**config.mk**
```make
export PLATFORM = sky130hd
export DESIGN_NAME = data_merge
export DESIGN_NICKNAME = d
export VERILOG_FILES = /design/src/rtl/data_switch_pkg.sv /design/src/rtl/axis_skid_buf.sv /design/src/rtl/data_merge.sv
export SDC_FILE = /design/constraint.sdc
export NUM_CORES = 1
export LEC_CHECK = 0
export ABC_AREA = 1
export ABC_CLOCK_PERIOD_IN_PS = 19000
export CELL_PAD_IN_SITES_DETAIL_PLACEMENT = 0
export CELL_PAD_IN_SITES_GLOBAL_PLACEMENT = 2
export CORE_MARGIN = 8
export CORE_UTILIZATION = 39
export DETAILED_ROUTE_END_ITERATION = 6
export DONT_BUFFER_PORTS = 1
export GPL_TIMING_DRIVEN = 0
export PLACE_DENSITY_LB_ADDON = 0.1
export SLEW_MARGIN = 20
export SYNTH_ARGS = -nofsm -noshare
export SYNTH_HDL_FRONTEND = slang
export SYNTH_SLANG_ARGS = --single-unit
export TNS_END_PERCENT = 10
```
**constraint.sdc**
```tcl
create_clock -name clk -period 19 [get_ports clk]
set_clock_uncertainty 0.15 [all_clocks]
set_input_delay 3.8 -clock clk [delete_from_list [all_inputs] [get_ports clk]]
set_output_delay 3.8 -clock clk [all_outputs]
set_load 0.05 [all_outputs]
```
**src/rtl/data_switch_pkg.sv**
```systemverilog
// Shared definitions for the stream merge/split blocks: FSM encodings,
// beat-counter width, default data width and the group-length helper.
package data_switch_pkg;

  localparam int unsigned CNT_W  = 24;
  localparam int unsigned DEF_DW = 128;

  typedef enum logic [1:0] {
    IDLE = 2'd0,
    SEL1 = 2'd1,
    SEL2 = 2'd2
  } merge_state_e;

  // Beats per group; 16x8 bits always fits the 24-bit counter domain.
  function automatic logic [CNT_W-1:0] group_len(input logic [15:0] packet_size,
                                                 input logic [7:0]  pp_group);
    return CNT_W'(packet_size) * CNT_W'(pp_group);
  endfunction

endpackage

```
**src/rtl/axis_skid_buf.sv**
```systemverilog
// Two-entry AXI-stream skid buffer with one sideband bit carried alongside
// the data; ready depends only on fill level, never on the downstream ready.
module axis_skid_buf
  import data_switch_pkg::*;
#(
  parameter int unsigned DW = DEF_DW
) (
  input  logic          clk,
  input  logic          resetn,
  input  logic [DW-1:0] in_tdata,
  input  logic          in_tuser,
  input  logic          in_tvalid,
  output logic          in_tready,
  output logic [DW-1:0] out_tdata,
  output logic          out_tuser,
  output logic          out_tvalid,
  input  logic          out_tready
);

  logic [DW:0] ent0;
  logic [DW:0] ent1;
  logic [DW:0] din;
  logic [1:0]  fill;
  logic        push;
  logic        pop;

  assign din        = {in_tuser, in_tdata};
  assign in_tready  = (fill != 2'd2);
  assign out_tvalid = (fill != 2'd0);
  assign out_tdata  = ent0[DW-1:0];
  assign out_tuser  = ent0[DW];
  assign push       = in_tvalid && in_tready;
  assign pop        = out_tvalid && out_tready;

  // ent0 is always the head; simultaneous push/pop only happens at fill==1.
  always_ff @(posedge clk) begin
    if (!resetn) begin
      fill <= 2'd0;
      ent0 <= '0;
      ent1 <= '0;
    end else begin
      case ({push, pop})
        2'b10: begin
          if (fill == 2'd0) ent0 <= din;
          else              ent1 <= din;
          fill <= fill + 2'd1;
        end
        2'b01: begin
          ent0 <= ent1;
          fill <= fill - 2'd1;
        end
        2'b11: ent0 <= din;
        default: ;
      endcase
    end
  end

endmodule

```
**src/rtl/data_merge.sv**
```systemverilog
// Merges two AXI streams into one by alternating groups of
// PP_GROUP*PACKET_SIZE beats (in1 first). DATA_MERGE_TLAST_EN adds axis_out_tlast.
module data_merge
  import data_switch_pkg::*;
#(
  parameter int unsigned DW = DEF_DW
) (
  input  logic          clk,
  input  logic          resetn,
  input  logic [15:0]   PACKET_SIZE,
  input  logic [7:0]    PP_GROUP,
  input  logic [DW-1:0] axis_in1_tdata,
  input  logic          axis_in1_tvalid,
  output logic          axis_in1_tready,
  input  logic [DW-1:0] axis_in2_tdata,
  input  logic          axis_in2_tvalid,
  output logic          axis_in2_tready,
  output logic [DW-1:0] axis_out_tdata,
  output logic          axis_out_tvalid,
`ifdef DATA_MERGE_TLAST_EN
  output logic          axis_out_tlast,
`endif
  input  logic          axis_out_tready,
  output logic          cfg_zero
);

  merge_state_e     state;
  merge_state_e     state_d;
  logic [CNT_W-1:0] cnt;
  logic [CNT_W-1:0] cnt_d;
  logic [CNT_W-1:0] glen;
  logic [CNT_W-1:0] glen_d;
  logic [CNT_W-1:0] new_glen;
  logic             cfg_zero_d;
  logic             skid_ready;
  logic             beat_valid;
  logic [DW-1:0]    beat_data;
  logic             beat_acc;
  logic             last_beat;

  assign new_glen        = group_len(PACKET_SIZE, PP_GROUP);
  assign axis_in1_tready = (state == SEL1) && skid_ready;
  assign axis_in2_tready = (state == SEL2) && skid_ready;
  assign beat_acc        = beat_valid && skid_ready;
  assign last_beat       = (cnt == glen - CNT_W'(1));

  // Steer the selected input towards the skid buffer.
  always_comb begin
    beat_valid = 1'b0;
    beat_data  = '0;
    case (state)
      SEL1: begin
        beat_valid = axis_in1_tvalid;
        beat_data  = axis_in1_tdata;
      end
      SEL2: begin
        beat_valid = axis_in2_tvalid;
        beat_data  = axis_in2_tdata;
      end
      default: ;
    endcase
  end

  // Group sequencing; group length is only sampled in IDLE or at a boundary.
  always_comb begin
    state_d = state;
    cnt_d   = cnt;
    glen_d  = glen;
    case (state)
      IDLE: begin
        glen_d = new_glen;
        if (new_glen != '0) state_d = SEL1;
      end
      SEL1, SEL2: begin
        if (beat_acc) begin
          if (last_beat) begin
            cnt_d  = '0;
            glen_d = new_glen;
            if (new_glen == '0)     state_d = IDLE;
            else if (state == SEL1) state_d = SEL2;
            else                    state_d = SEL1;
          end else begin
            cnt_d = cnt + CNT_W'(1);
          end
        end
      end
      default: state_d = IDLE;
    endcase
    cfg_zero_d = (glen_d == '0);
  end

  always_ff @(posedge clk) begin
    if (!resetn) begin
      state    <= IDLE;
      cnt      <= '0;
      glen     <= '0;
      cfg_zero <= 1'b0;
    end else begin
      state    <= state_d;
      cnt      <= cnt_d;
      glen     <= glen_d;
      cfg_zero <= cfg_zero_d;
    end
  end

`ifdef DATA_MERGE_TLAST_EN
  logic tlast_in;
  assign tlast_in = last_beat;
`else
  logic tlast_in;
  logic tlast_unused;
  assign tlast_in = 1'b0;
`endif

  axis_skid_buf #(
    .DW(DW)
  ) u_skid (
    .clk        (clk),
    .resetn     (resetn),
    .in_tdata   (beat_data),
    .in_tuser   (tlast_in),
    .in_tvalid  (beat_valid),
    .in_tready  (skid_ready),
    .out_tdata  (axis_out_tdata),
`ifdef DATA_MERGE_TLAST_EN
    .out_tuser  (axis_out_tlast),
`else
    .out_tuser  (tlast_unused),
`endif
    .out_tvalid (axis_out_tvalid),
    .out_tready (axis_out_tready)
  );

endmodule
```
Word level (Yosys, flattened, before mapping)
Cells that the tools add are included.
Operators by class
  reduce and logical (&&, ||, !) cells: 17
  bitwise operators: 1
  $mul: 1
  add/subtract/negate cells: 4
  mux-type cells: 15
  eq/ne operators: 11
Operator list (number)
  $pmux 128 s3: 1
  $pmux 128 s2: 1
  $mux 128: 1
  $mux 24: 3
  $logic_not 24->1: 2
  $pmux 24 s2: 1
  $add 24x1->24 const B: 1
  $eq 24x24->1: 1
  $mul 16x8->24: 1
  $reduce_bool 24->1: 1
  $sub 24x1->24 const B: 1
  $mux 2: 5
  $pmux 2 s2: 2
  $eq 2x2->1 const B: 3
  $ne 2x2->1 const B: 3
  $reduce_and 2->1: 3
  $eq 2x1->1 const B: 2
  $logic_and 1x1->1: 4
  $logic_not 2->1: 2
  $ne 2x1->1 const B: 2
  $reduce_bool 2->1: 2
  $reduce_and 3->1: 1
  $reduce_bool 3->1: 1
  $add 2x1->2 const B: 1
  other kinds (4): 4
Storage, ports and cells
  register bits: 309
  word-level logic and storage cells: 56

Depth between registers and ports, before layout
Gate-level depths: netlist of the first run.
  depth in word-level cells: 6
  mapped depth: 29

Hierarchy
A second synthesis of the first run with hierarchy kept.
Unflattened totals
  cells, all modules: 3573
  area, all modules: 21881.0 µm²
Modules (own cells, without submodules)
  axis_skid_buf: area each 11855.1 µm², cells an instance 1844, instances 1, sequential area each 5205.0 µm²
  data_merge: area each 10025.9 µm², cells an instance 1729, instances 1, sequential area each 1021.0 µm²

Least setup slack after synthesis of the first run
Ideal clock, no wire load.
  path kind: input to register
  start point: input PP_GROUP[2]
  end point: register state[0]
  required time: 18.736 ns
  cell stages on the path: 25
  data arrival time: 8.396 ns
  path buffers: 2
  slack: 10.341 ns
  path through: clkbuf_1 clkbuf_1 nand2_1 fa_1 fa_1 inv_1 fa_1 inv_1 fa_1 inv_1 ha_1 a21oi_1 o21ai_0 nand2_1 nand3_1 a21oi_1 xor2_1 inv_1 or2_2 nor2_1 nand3_1 nand2_1 nand2_1 a21oi_1 nor2_1
Between the ends
  longest elaborated chain between the ends: 6
Ends and longest elaborated chain
  start, declared: line data_merge.sv:11  | input logic [7:0] PP_GROUP,
  $mul 16x8->24 *: line data_switch_pkg.sv:17  | return CNT_W'(packet_size) * CNT_W'(pp_group);
  $logic_not 24->1: line data_merge.sv:79  | if (new_glen == '0) state_d = IDLE;
  $mux 2: line data_merge.sv:79
  $mux 2: line data_merge.sv:76  | if (last_beat) begin
  $mux 2: line data_merge.sv:75  | if (beat_acc) begin
  $pmux 2 s2: line data_merge.sv:69  | case (state)
  end signal, assigned: line data_merge.sv:99  | state <= state_d;
  end, declared: line data_merge.sv:27  | merge_state_e state;
Every way passes the cells marked *; elsewhere a longest branch is shown, timed or not. The select of a mux whose other input is x is not followed.
A chain may end at the register's enable or synchronous reset.

Final worst setup path of the first run
  start point: input PP_GROUP[3]
  end point: register cfg_zero
Between the ends
  longest elaborated chain between the ends: 5
Ends and longest elaborated chain
  $mul 16x8->24 *: line data_switch_pkg.sv:17
  $mux 24: line data_merge.sv:76
  $mux 24: line data_merge.sv:75
  $pmux 24 s2 *: line data_merge.sv:69
  $logic_not 24->1 *: line data_merge.sv:89  | cfg_zero_d = (glen_d == '0);
  end signal, assigned: line data_merge.sv:102  | cfg_zero <= cfg_zero_d;
  end, declared: line data_merge.sv:24  | output logic cfg_zero
Every way passes the cells marked *; elsewhere a longest branch is shown, timed or not.

==> metrics.txt, run 1 <==
Core Region=48950 sq um; setup slack, reg-to-reg=15.31 ns; vias=18690; Power Dens Cells=185.9 nW/um^2; Tmin final=9.111 ns; Worst Tran Pin Value=1.098 ns; synthesized area per cell=7.184 sq um; Critical Path Max Stage Delay=0.60 ns; Setup WS post-layout=9.889 ns; sequential element share of the synthesized area=31.93%; CTS Sinks=309; total die area=57070 sq um; top cells by area, synth=dfxtp_1 (32%), nand2_1 (12%), fa_1 (8.7%), o21ai_0 (7.1%), a22o_1 (5.8%); Initial Util=39.58%; layout cells sized above 1=3.945%; std cell rows=81; dpl ws=9.280 ns; htree depth=2; worst reg2reg path depth=13; Sw Share=54.12%; synthesis-stage register bit count=309; FF+latch area=6186 sq um; TritonCTS buffer count=37; Routed Antenna Nets=0; postcts setup bufs=0; Slew Viols, Final=0; setup TNS=0 ns; CTS root buf=clkbuf_16; dominant cell type by area after synthesis=dfxtp_1; top cell type's share of synthesized area=31.93%; P_int=0.001827 W; Max Fclk=109.8 MHz; Top FF cell, synth=dfxtp_1; first-pass GRT wire length=108700 um; startpoint types=input pin; yosys warns=0; Worst setup EP type=flop; drt first pass iters=5; Congestion Overflow GR=0; Post-synth EDFFs=0; hold endpoint=u_skid.ent0[8]; Via density=5.452; FILL cells=5199; most used cell, CP=nand2_1; part of the power in registers=33.8%; IO Pins=417; Max FO, Critical Path=10; most common cell in the synthesized netlist=nand2_1; Mapped Cells=2697; Critical R2R Launch=state[1]; Resized cells post-CTS=0; number of global-route vias before repair=18250; area of the multi-input gates=11300 sq um; initial drt markers=1400; Syn Nets=3118; Syn Std Cell Area=19380 sq um; worst r2r dst=u_skid.ent1[18]; Post-CTS Hold Buffers=0; Worst slew margin=26.80%; Logic pwr share=48.3%; hold path depth=2; Clock transition at path regs=0.06 ns; largest net degree at the start of global routing=13; gpl congestion=0.8642; Max Cap Viol=0; Setup Viol. Count Final=0; Distinct cells, synth=47; Worst EP required=19.32 ns; Nets=3157; final wirelength=72680 um; hold_ws=0.3061 ns; CP arrival=9.43 ns; Layout area overhead=10.55%; Hold Fails Final Rpt=0; Die Span Y=238.9 um; chip width=238.9 um; insertion delay to the later sink of the worst-skew pair=0.56 ns; CTS tree=built; RSZ-0062 raised after global routing=false; synth cell count leaders=nand2_1 (598), dfxtp_1 (309), inv_1 (278); Post-synth ARST share=0%; Final Util=43.76%; DP Wirelength=56660 um; min-delay src=u_skid.ent1[8]; antenna violations before repair=3; wire per inst=21.20 um; fin crit share=47.95%; residual DRC count=0; Tot Pwr=0.003983 W; Hold WC Path Type=flop to flop; Peak VDD IR=0.00009873 V; slowest CP cell=clkbuf_1; worst setup path category=input pin to flop; GRT Overall Usage=24.29%; Port Buffers=0; LEAKAGE=9.057 nW; share of power burned in the clock network=17.8%; sw power=0.002156 W; CTS Buffer Depth=3; status=completed
-- kinds of logic after synthesis --
group	share of synthesized area, %
AOI/OAI and AO/OA	22.36
and+or+nand+nor	21.90
xor gates and xnor gates	1.982
buffers and inverters	9.789
adders and majority gates	12.04
DFF	31.93
-- final cells by class --
class / instances / share of cell area (%)
diodes: 1 / 0.01168
plain buffers: 214 / 3.850
clock buffers: 53 / 5.117
clock inverters: 13 / 0.4907
inverters: 286 / 5.012
multi-input cells: 1888 / 52.76
flip-flops and latches: 309 / 28.88
well taps: 664 / 3.879
-- power by group through the flow --
stage	Clock, W	Combinational (W)	Sequential [W]
after floorplan	0	0.00138	0.00128
after global placement	0	0.00190	0.00136
after detailed placement	0	0.00192	0.00136
after CTS	0.000726	0.00193	0.00135
after global routing	0.000752	0.00217	0.00137
final	0.000711	0.00192	0.00135
-- stage by stage --
stage | cell area, sq um | cells
2_1_floorplan | 19380 | 2697
3_3_place_gp | 20210 | 3361
3_5_place_dp | 20220 | 3361
4_1_cts | 21420 | 3427
5_1_grt | 21420 | 3428
6_report | 21420 | 3428
-- worst max-delay path, delay by kind of cell --
kind | cells | cell delay, ns
adders and majority gates | 5 | 2.34
and+or+nand+nor | 13 | 1.38
buffers and inverters | 6 | 1.17
AOI/OAI and AO/OA | 2 | 0.54
xor gates and xnor gates | 1 | 0.19
-- flip-flops by register name, indices dropped and copies added (netlist names) --
register and cells:
cnt 24, u_skid.ent0 128, u_skid.fill 2, state 2, u_skid.ent1 128, glen 24
cfg_zero 1
-- worst max path at each step --
stage	from	end	slack, ns	cells after the start
after floorplan	PP_GROUP[2]	state[0]	10.34	25
after CTS	PP_GROUP[3]	cfg_zero	9.86	27
final	PP_GROUP[3]	cfg_zero	9.89	27
after detailed placement	PP_GROUP[3]	cfg_zero	9.28	27
after global placement	PP_GROUP[3]	cfg_zero	9.31	26
after global routing	PP_GROUP[3]	cfg_zero	9.39	26
-- per-layer routing --
metal / vias up / GRT usage (%) / share of wire, %
met2: 620 / 38.88 / 45
met3: 114 / 7.089 / 8.1
met4: 2 / 8.489 / 3.6
li1: 9086 / - / -
met5: - / 0 / 0.018
met1: 8868 / 30.98 / 43
-- cells in the final DEF, fill, tap and decap left out, types with 84 or more instances in the layout --
master	instances
nand2_1	598
dfxtp_1	309
inv_1	278
o21ai_0	275
clkbuf_1	209
nand3_1	183
a21oi_1	177
a31oi_1	130
a22o_1	129
nor2_1	116
fa_1	84
Note: power is estimated with default switching activity, not from simulation.
==> run 2: changes to the inputs <==
--- a/config.mk
+++ b/config.mk
@@ -6,11 +6,11 @@
 export NUM_CORES = 1
 export LEC_CHECK = 0
 export ABC_AREA = 1
-export ABC_CLOCK_PERIOD_IN_PS = 19000
+export ABC_CLOCK_PERIOD_IN_PS = 7650
 export CELL_PAD_IN_SITES_DETAIL_PLACEMENT = 0
 export CELL_PAD_IN_SITES_GLOBAL_PLACEMENT = 2
 export CORE_MARGIN = 8
-export CORE_UTILIZATION = 39
+export CORE_UTILIZATION = 32
 export DETAILED_ROUTE_END_ITERATION = 6
 export DONT_BUFFER_PORTS = 1
 export GPL_TIMING_DRIVEN = 0
==> constraint.sdc (replaced) <==
create_clock -name clk -period 7.65 [get_ports clk]
set_clock_uncertainty 0.15 [all_clocks]
set_input_delay 1.53 -clock clk [delete_from_list [all_inputs] [get_ports clk]]
set_output_delay 1.53 -clock clk [all_outputs]
set_load 0.05 [all_outputs]
==> metrics.txt, run 2 (synthesis gave the netlist of run 1 again) <==
status=completed; std cell rows=90 (+11%); startpoint types=input pin; Layout area overhead=12.45%; layout cells sized above 1=4.078% (+0.13 points); commonest non-fill, non-tap cell in the layout=nand2_1; Worst EP required=7.95 ns (-11.37 ns); first-pass GRT wire length=115800 um (+6.5%); Slew Viols, Final=0 (unchanged); worst reg2reg path depth=13 (unchanged); fin crit share=89.81%; LEAKAGE=9.156 nW (+1.1%); hold_ws=0.3146 ns (+0.008503 ns); total die area=68680 sq um (+20%); drt first pass iters=5 (unchanged); number of global-route vias before repair=18760 (+2.8%); Post-CTS Hold Buffers=0 (unchanged); Worst slew margin=26.53% (-0.27 points); Tmin final=6.870 ns; DP Wirelength=60660 um (+7.1%); wire per inst=21.89 um (+3.2%); postcts setup bufs=0 (unchanged); setup TNS=0 ns (unchanged); chip width=262.1 um (+9.7%); min-delay src=u_skid.ent1[6]; Resized cells post-CTS=0 (unchanged); largest net degree at the start of global routing=13 (unchanged); dpl ws=0.1309 ns (-9.149 ns); CTS Buffer Depth=3 (unchanged); gpl congestion=0.8324 (-3.7%); CP arrival=7.17 ns (-2.26 ns); setup slack, reg-to-reg=3.88 ns (-11.43 ns); Worst setup EP type=flop; TritonCTS buffer count=41 (+11%); Final Util=36.23% (-7.5 points); Peak VDD IR=0.0001933 V (+96%); worst r2r dst=u_skid.ent1[86]; Hold WC Path Type=flop to flop; vias=18770 (+0.43%); final wirelength=77810 um (+7.1%); Port Buffers=0 (unchanged); Clock transition at path regs=0.06 ns (about the same); CTS tree=built; worst setup path category=input pin to flop; Hold Fails Final Rpt=0 (unchanged); Setup WS post-layout=0.7797 ns (-9.109 ns); largest registers=u_skid.ent0 (128), u_skid.ent1 (128); htree depth=2 (unchanged); hold endpoint=u_skid.ent0[6]; Core Region=60130 sq um (+23%); Power Dens Cells=471.5 nW/um^2 (+150%); Max FO, Critical Path=10 (unchanged); Worst Tran Pin Value=1.102 ns (+0.004017 ns); CTS root buf=clkbuf_16; hold path depth=2 (unchanged); insertion delay to the later sink of the worst-skew pair=0.56 ns (about the same); Max Cap Viol=0 (unchanged); Initial Util=32.22% (-7.4 points); CTS Sinks=309 (unchanged); Via density=5.280 (-3.2%); antenna violations before repair=1 (-2); FILL cells=6496 (+25%); RSZ-0062 raised after global routing=false; IO Pins=417 (unchanged); most frequent cells in the layout=nand2_1 (598), dfxtp_1 (309), inv_1 (278), o21ai_0 (275), clkbuf_1 (213); Congestion Overflow GR=0 (unchanged); Die Span Y=262.1 um (+9.7%); Max Fclk=145.6 MHz; Routed Antenna Nets=0 (unchanged); Critical R2R Launch=state[1]; Nets=3161 (+0.13%); initial drt markers=1375 (-1.8%); Setup Viol. Count Final=0 (unchanged); residual DRC count=0 (unchanged); GRT Overall Usage=21.67% (-2.6 points)
-- run 2: routing by layer --
| layer | GRT usage [%] | vias to the layer above | part of all wire (%) |
|---|---|---|---|
| met5 | 0 | - | 0.017 |
| met1 | 28.32 | 8948 | 44 |
| met4 | 5.792 | 2 | 2.3 |
| li1 | - | 9091 | - |
| met2 | 35.46 | 636 | 46 |
| met3 | 5.337 | 93 | 7.7 |
-- run 2: final cells by class --
type / instances / area (sq um) / share of cell area [%]
antenna: 2 / 5.005 / 0.02297
buffer: 214 / 825.8 / 3.790
clock buffer: 59 / 1185 / 5.438
clock inverter: 15 / 234.0 / 1.074
inverter: 286 / 1074 / 4.927
multi-input combinational: 1888 / 11300 / 51.87
sequential: 309 / 6186 / 28.39
tap: 782 / 978.4 / 4.491
-- run 2: critical path, stage by stage --
cell	delay, ns
clkbuf_1	0.36
clkbuf_1	0.58
nand2_1	0.16
fa_1	0.51
fa_1	0.55
inv_1	0.05
fa_1	0.47
inv_1	0.05
fa_1	0.48
inv_1	0.04
ha_1	0.33
nand2_1	0.14
inv_1	0.05
a21boi_0	0.35
o21ai_0	0.25
a21oi_1	0.24
xnor2_1	0.12
or2_2	0.28
nor2_1	0.17
nand3_1	0.13
nand2_1	0.08
nand2_1	0.05
a21oi_1	0.13
nor2_1	0.05
-- run 2: how the worst max path moves through the flow --
stage,from,endpoint,slack [ns],cells past startpoint
2_1_floorplan,PP_GROUP[2],state[0],1.26,25
3_3_place_gp,PP_GROUP[3],cfg_zero,0.14,26
3_5_place_dp,PP_GROUP[3],cfg_zero,0.13,23
4_1_cts,PP_GROUP[3],cfg_zero,0.71,23
5_1_grt,PP_GROUP[3],state[0],0.29,24
6_report,PP_GROUP[3],state[0],0.78,24
-- run 2: power by group --
group / internal [W] / switching [W]
clock: 0.00125 / 0.000791
sequential: 0.00199 / 0.00137
combinational: 0.00151 / 0.00335
total: 0.00476 / 0.00551
-- run 2: per-stage QoR --
stage / instance area (sq um) / power, W / instances
after global placement: 20350 / 0.008241 / 3479
after CTS: 21780 / 0.01035 / 3553
after floorplan: 19380 / 0.006619 / 2697
after detailed placement: 20360 / 0.008267 / 3479
final: 21790 / 0.01027 / 3555
after global routing: 21780 / 0.01103 / 3553
==> run 3: changes to the inputs <==
--- a/config.mk
+++ b/config.mk
@@ -6,7 +6,6 @@
 export NUM_CORES = 1
 export LEC_CHECK = 0
 export ABC_AREA = 1
-export ABC_CLOCK_PERIOD_IN_PS = 7650
 export CELL_PAD_IN_SITES_DETAIL_PLACEMENT = 0
 export CELL_PAD_IN_SITES_GLOBAL_PLACEMENT = 2
 export CORE_MARGIN = 8
==> results of run 3 <==
The final DEF is identical to that of run 2; final timing and power are the same.
